<file path="src/rtl/mmio_io_bridge.sv">
// Memory-mapped I/O bridge: merges peripheral reads with data-RAM reads and holds the 7-seg/LED/blink registers.
// Optional IO_READBACK_EN makes the seg/led/blink offsets readable; the default build leaves them write-only.
module mmio_io_bridge #(
  parameter int SEG_W = 24,
  parameter int LED_W = 24
) (
  input  logic             clk,
  input  logic             rst_n,
  input  logic             IORead,
  input  logic             IOWrite,
  input  logic [31:0]      ALU_result,
  input  logic [31:0]      Read_data_2,
  input  logic [31:0]      MemReadData,
  input  logic [7:0]       IO_input,
  input  logic [2:0]       TEST_input,
  input  logic             enterA,
  input  logic             enterB,
  output logic [31:0]      MemorIO_Result,
  output logic [SEG_W-1:0] IO_seg_out,
  output logic [LED_W-1:0] IO_led_out,
  output logic             IO_blink_out
);

  typedef enum logic [5:0] {
    OFF_SWITCH = 6'h00,
    OFF_TEST   = 6'h01,
    OFF_FLAGA  = 6'h02,
    OFF_FLAGB  = 6'h03,
    OFF_SEG    = 6'h04,
    OFF_LED    = 6'h05,
    OFF_BLINK  = 6'h06
  } io_off_e;

  io_off_e          w_off;
  logic             w_wr_seg;
  logic             w_wr_led;
  logic             w_wr_blink;
  logic             w_clr_a;
  logic             w_clr_b;
  logic [31:0]      w_io_rdata;
  logic             w_unused;

  logic [SEG_W-1:0] r_seg;
  logic [LED_W-1:0] r_led;
  logic             r_blink;
  logic             r_flag_a;
  logic             r_flag_b;

  // Word offset within the IO page; byte-lane bits and page bits are not decoded here.
  assign w_off    = io_off_e'(ALU_result[7:2]);
  assign w_unused = ^{ALU_result[31:8], ALU_result[1:0], Read_data_2};

  always_comb begin
    w_wr_seg   = 1'b0;
    w_wr_led   = 1'b0;
    w_wr_blink = 1'b0;
    w_clr_a    = 1'b0;
    w_clr_b    = 1'b0;
    if (IOWrite) begin
      case (w_off)
        OFF_SEG:   w_wr_seg   = 1'b1;
        OFF_LED:   w_wr_led   = 1'b1;
        OFF_BLINK: w_wr_blink = 1'b1;
        OFF_FLAGA: w_clr_a    = 1'b1;
        OFF_FLAGB: w_clr_b    = 1'b1;
        default:   ;
      endcase
    end
  end

  always_ff @(posedge clk or negedge rst_n) begin
    if (!rst_n) begin
      r_seg   <= '0;
      r_led   <= '0;
      r_blink <= 1'b0;
    end else begin
      if (w_wr_seg)   r_seg   <= Read_data_2[SEG_W-1:0];
      if (w_wr_led)   r_led   <= Read_data_2[LED_W-1:0];
      if (w_wr_blink) r_blink <= Read_data_2[0];
    end
  end

  // A button press arriving in the same cycle as a clear must not be lost, so set dominates.
  always_ff @(posedge clk or negedge rst_n) begin
    if (!rst_n) begin
      r_flag_a <= 1'b0;
      r_flag_b <= 1'b0;
    end else begin
      if (enterA)       r_flag_a <= 1'b1;
      else if (w_clr_a) r_flag_a <= 1'b0;
      if (enterB)       r_flag_b <= 1'b1;
      else if (w_clr_b) r_flag_b <= 1'b0;
    end
  end

  always_comb begin
    w_io_rdata = '0;
    case (w_off)
      OFF_SWITCH: w_io_rdata = {24'b0, IO_input};
      OFF_TEST:   w_io_rdata = {29'b0, TEST_input};
      OFF_FLAGA:  w_io_rdata = {31'b0, r_flag_a};
      OFF_FLAGB:  w_io_rdata = {31'b0, r_flag_b};
`ifdef IO_READBACK_EN
      OFF_SEG:    w_io_rdata = 32'(r_seg);
      OFF_LED:    w_io_rdata = 32'(r_led);
      OFF_BLINK:  w_io_rdata = {31'b0, r_blink};
`else
      OFF_SEG, OFF_LED, OFF_BLINK: w_io_rdata = '0;
`endif
      default:    w_io_rdata = '0;
    endcase
  end

  assign MemorIO_Result = IORead ? w_io_rdata : MemReadData;
  assign IO_seg_out     = r_seg;
  assign IO_led_out     = r_led;
  assign IO_blink_out   = r_blink;

endmodule

</file>
<file path="config.mk">
export PLATFORM = sky130hd
export DESIGN_NAME = mmio_io_bridge
export DESIGN_NICKNAME = d
export VERILOG_FILES = /design/src/rtl/mmio_io_bridge.sv
export SDC_FILE = /design/constraint.sdc
export NUM_CORES = 1
export LEC_CHECK = 0
export ABC_AREA = 1
export CAP_MARGIN = 20
export CORE_MARGIN = 2
export CORE_UTILIZATION = 34
export CTS_BUF_LIST = sky130_fd_sc_hd__clkbuf_8
export CTS_CLUSTER_DIAMETER = 80
export DETAILED_ROUTE_END_ITERATION = 6
export GPL_TIMING_DRIVEN = 0
export PLACE_DENSITY = 0.83
export REMOVE_ABC_BUFFERS = 1
export SLEW_MARGIN = 5
export SYNTH_ARGS = -nofsm -noshare
export SYNTH_HDL_FRONTEND = slang
export SYNTH_SLANG_ARGS = --single-unit
</file>
<file path="constraint.sdc">
create_clock -name clk -period 2 [get_ports clk]
set_input_delay 0.5 -clock clk [delete_from_list [all_inputs] [get_ports clk]]
set_output_delay 0.5 -clock clk [all_outputs]
set_load 0.1 [all_outputs]
</file>
* After elaboration in Yosys (flattened, before gate mapping)
Index checks and enable logic that the tools add are counted. Widths: inputs -> output; s select.
Storage, ports and cells: register bits 51, output and inout port bits 81, word-level logic and storage cells 30
Cells by class: equal/unequal tests 6, muxes and demuxes 16, reductions and logical operators 3
Operator list (number):
- $mux 32 | 1
- $pmux 8 s4 | 1
- $eq 6x3->1 const B | 3
- $mux 1 | 14
- $eq 6x2->1 const B | 2
- $eq 6x1->1 const B | 1
- $logic_not 6->1 | 1
- $reduce_bool 2->1 | 2

* Longest topological paths before layout
depth in word-level cells 5, depth in mapped cells 8

* Worst setup path before layout
OpenSTA, ideal clock, no wires.
path type input -> output, from input port ALU_result[4], to output port MemorIO_Result[3], data arrival time 3.071 ns, path slack -1.571 ns, stages 3, buffers on the path 0, cells stage by stage nor2_1 -> nand3_1 -> o21ai_0
On the way: cells in the longest elaborated chain, start to end 3, elaborated cells on any way between the ends 6, those cells by class eq/ne (3); mux (2); reduce/logical (1)
RTL lines:
- start: declaration | line 11 | input logic [31:0] ALU_result,
- $eq 6x2->1 (tied with other cells) | line 98 | case (w_off)
- $pmux 8 s4 * | line 98
- $mux 32 * | line 114 | assign MemorIO_Result = IORead ? w_io_rdata : MemReadData;
- end: declaration | line 18 | output logic [31:0] MemorIO_Result,
Every way passes the cells marked *; elsewhere a longest branch is shown, timed or not.

* Final worst setup path
from input port IO_input[1], to output port MemorIO_Result[1]
On the way: cells in the longest elaborated chain, start to end 2
RTL lines:
- start: declaration | line 14 | input logic [7:0] IO_input,
- $pmux 8 s4 | line 98
- $mux 32 | line 114
No other way between the ends.

==> results_dict.tcl <==
set metrics [dict create \
    crit_type "in2out" \
    status "finished with violations" \
    htreeDepth 2 \
    vias 2446 \
    fillCellCount 600 \
    vias_per_cell 4.41 \
    cts_root_buffer "clkbuf_8" \
    critPathCaptureType "output port" \
    max_freq_ghz 0.478 \
    synth_seq_cells 51 \
    layout.cells.non_filler 555 \
    diodes 0 \
    regToRegSetupSlack_ns 1.29 \
    drtAntennaViolNets 0 \
    setup_violations 2 \
    grt_max_degree 49 \
    fin_crit_sh 1.05 \
    hold_class "in2async" \
    layout_setup_ws_ns -0.0907 \
    dr.pass1.iters 4 \
    synth_area_per_cell_um2 8.00 \
    pin_count 194 \
    p_leak_nw 2.13 \
    netlist_area_um2 2410 \
    grt_pass1_vias 2281 \
    grt_remaining_overflow 0 \
    hold_buffers 0 \
    p_per_area_nw_per_um2 889 \
    routed_wl_mm 7.39 \
    cts_tree "done" \
    critPathMaxFanout 1 \
    io_buffers 159 \
    rsz0062_at_grt "yes" \
    worst-endpoint-arrival_ns 1.59 \
    ir_worst_vdd_v 0.000650 \
    report.final.slew_viol_count 0 \
    clk_latency_ns 0.29 \
    gp_congestion 0.757 \
    hold_viol_final 0 \
    dpl.cell_count 543 \
    cts.sinks 51 \
    crit_required_ns 1.50 \
    drt_first_iter_violations 119 \
    netlist-cell-type-count 16 \
    worstRegToRegCells 2 \
    die_x_um 88.1 \
    design_area_um2 4190 \
    wl_per_cell_um 13.3 \
    ctsLongestPathBuffers 2 \
    initial_core_util 0.352 \
    fin_tns_setup_ns -0.0967 \
    finalPower_w 0.00372 \
    row_count 30 \
    die-area_um2 7770 \
    placed_cell_area_um2 4030 \
    yosys_warnings 0 \
    core_um2 6830 \
    fin_skew_ns 0 \
    reg2reg_to "IO_seg_out[13]$_DFFE_PN0P_" \
    maxCapViolCount 0 \
    track_usage 0.178 \
    dp_hpwl_mm 5.53 \
    worstSetupStartpoint "IO_input[1]" \
    synth-seq-area-share 0.530 \
    period_minus_slack_ns 2.09 \
    timing.rr.start "IO_seg_out[13]$_DFFE_PN0P_" \
    worst_pin_slew_ns 0.945 \
    grt_pass1_wl_mm 11.0 \
    clkTransAtPathRegs_ns 0.09 \
    slew_headroom 0.373 \
    violations "negative setup slack" \
    postLayoutCoreUtil 0.613 \
    chipHeight_um 88.1 \
    layout-drive-gt1-share 0.275 \
    synth_cells 301 \
    cp-start-kind "input pin" \
    drc_errors 0 \
    area_growth_pct 74.0 \
    cts_buffers 5 \
    antenna_found_initial 0 \
    fin_nets 571 \
]
-- logic make-up after synthesis --
family,share of synthesized area
buffers and inverters,0.138
DFF,0.530
and+or+nand+nor,0.195
AOI/OAI and AO/OA,0.136
-- cell type report --
type | count | area, um^2 | area share
Sequential cell | 51 | 1280 | 0.305
Tap cell | 96 | 120 | 0.0287
Timing Repair Buffer | 164 | 1590 | 0.379
Inverter | 61 | 229 | 0.0547
Clock inverter | 3 | 22.5 | 0.00538
Multi-Input combinational cell | 175 | 885 | 0.211
Clock buffer | 5 | 68.8 | 0.0164
-- worst max-delay path: stages --
cell and delay [ns]:
clkdlybuf4s50_1 0.45, inv_1 0.04, o22ai_1 0.22, nand2_1 0.10, nand2_2 0.09, buf_12 0.17
-- power by group --
group | internal [W] | switching (W)
Sequential | 0.00116 | 0.0000741
Clock | 0.000251 | 0.000337
Combinational | 0.000422 | 0.00148
Total | 0.00183 | 0.00189
-- timing repair --
item | 4_1_cts | 5_1_grt
pin swaps | 8 | 12
endpoints found under the setup margin | 129 | 51
buffers inserted | 2 | 2
gates resized for setup | 373 | 54
-- worst max-delay path by stage --
| stage | end | slack [ns] | cells after the start |
|---|---|---|---|
| 2_1_floorplan | MemorIO_Result[3] | -1.57 | 3 |
| 3_3_place_gp | MemorIO_Result[5] | -1.87 | 5 |
| 3_5_place_dp | MemorIO_Result[5] | -1.88 | 5 |
| 4_1_cts | IO_led_out[15] | 0.0001 | 1 |
| 5_1_grt | MemorIO_Result[1] | -0.11 | 7 |
| 6_report | MemorIO_Result[1] | -0.09 | 6 |
-- through the flow --
stage	hold slack, ns	setup WS, ns
after floorplan	0.204	-1.57
after global placement	0.463	-1.87
after detailed placement	0.473	-1.88
after CTS	0.194	0.000110
after global routing	0.218	-0.109
final	0.186	-0.0907
-- synthesized netlist by cell type --
cell type | instances | area, um^2
inv_1 | 61 | 229
a21o_1 | 1 | 7.51
nand3_1 | 5 | 25.0
o21ai_0 | 14 | 70.1
nor3_4 | 1 | 16.3
buf_2 | 5 | 25.0
nand2_1 | 72 | 270
o21ai_2 | 8 | 70.1
nand3_2 | 2 | 20.0
nor2_1 | 37 | 139
buf_6 | 6 | 67.6
o21bai_1 | 1 | 7.51
o21ai_1 | 32 | 160
dfrtp_1 | 51 | 1280
o22ai_1 | 2 | 12.5
clkbuf_1 | 3 | 11.3
-- sequential cells by signal, summed over array words and instances (netlist names) --
register and flops:
IO_led_out 24, r_flag_a 1, r_flag_b 1, IO_seg_out 24, IO_blink_out 1
-- metal layers --
| layer | global-route usage | up-vias | part of all wire |
|---|---|---|---|
| li1 | - | 1224 | - |
| met1 | 0.235 | 1159 | 0.40 |
| met2 | 0.302 | 61 | 0.54 |
| met3 | 0.0509 | 2 | 0.057 |
| met4 | 0.0220 | 0 | 0.0043 |
| met5 | 0 | - | 0 |
-- cells in the final DEF, fill, tap and decap left out, types with 3 or more instances in the layout --
cell type,synthesis,routed
nand3_1,5,3
o21ai_1,32,36
o21ai_0,14,9
clkbuf_4,0,14
buf_12,0,5
buf_4,0,17
clkbuf_8,0,6
inv_1,61,59
buf_2,5,3
nand2_2,0,3
nor2_4,0,4
nand2_1,72,69
clkdlybuf4s50_1,0,67
clkbuf_2,0,15
nand3_4,0,3
nor2_1,37,31
dfrtp_1,51,51
clkdlybuf4s15_2,0,33
dlymetal6s2s_1,0,3
o21ai_2,8,8
buf_6,6,4
No activity file was read; power rests on OpenSTA's default activity.
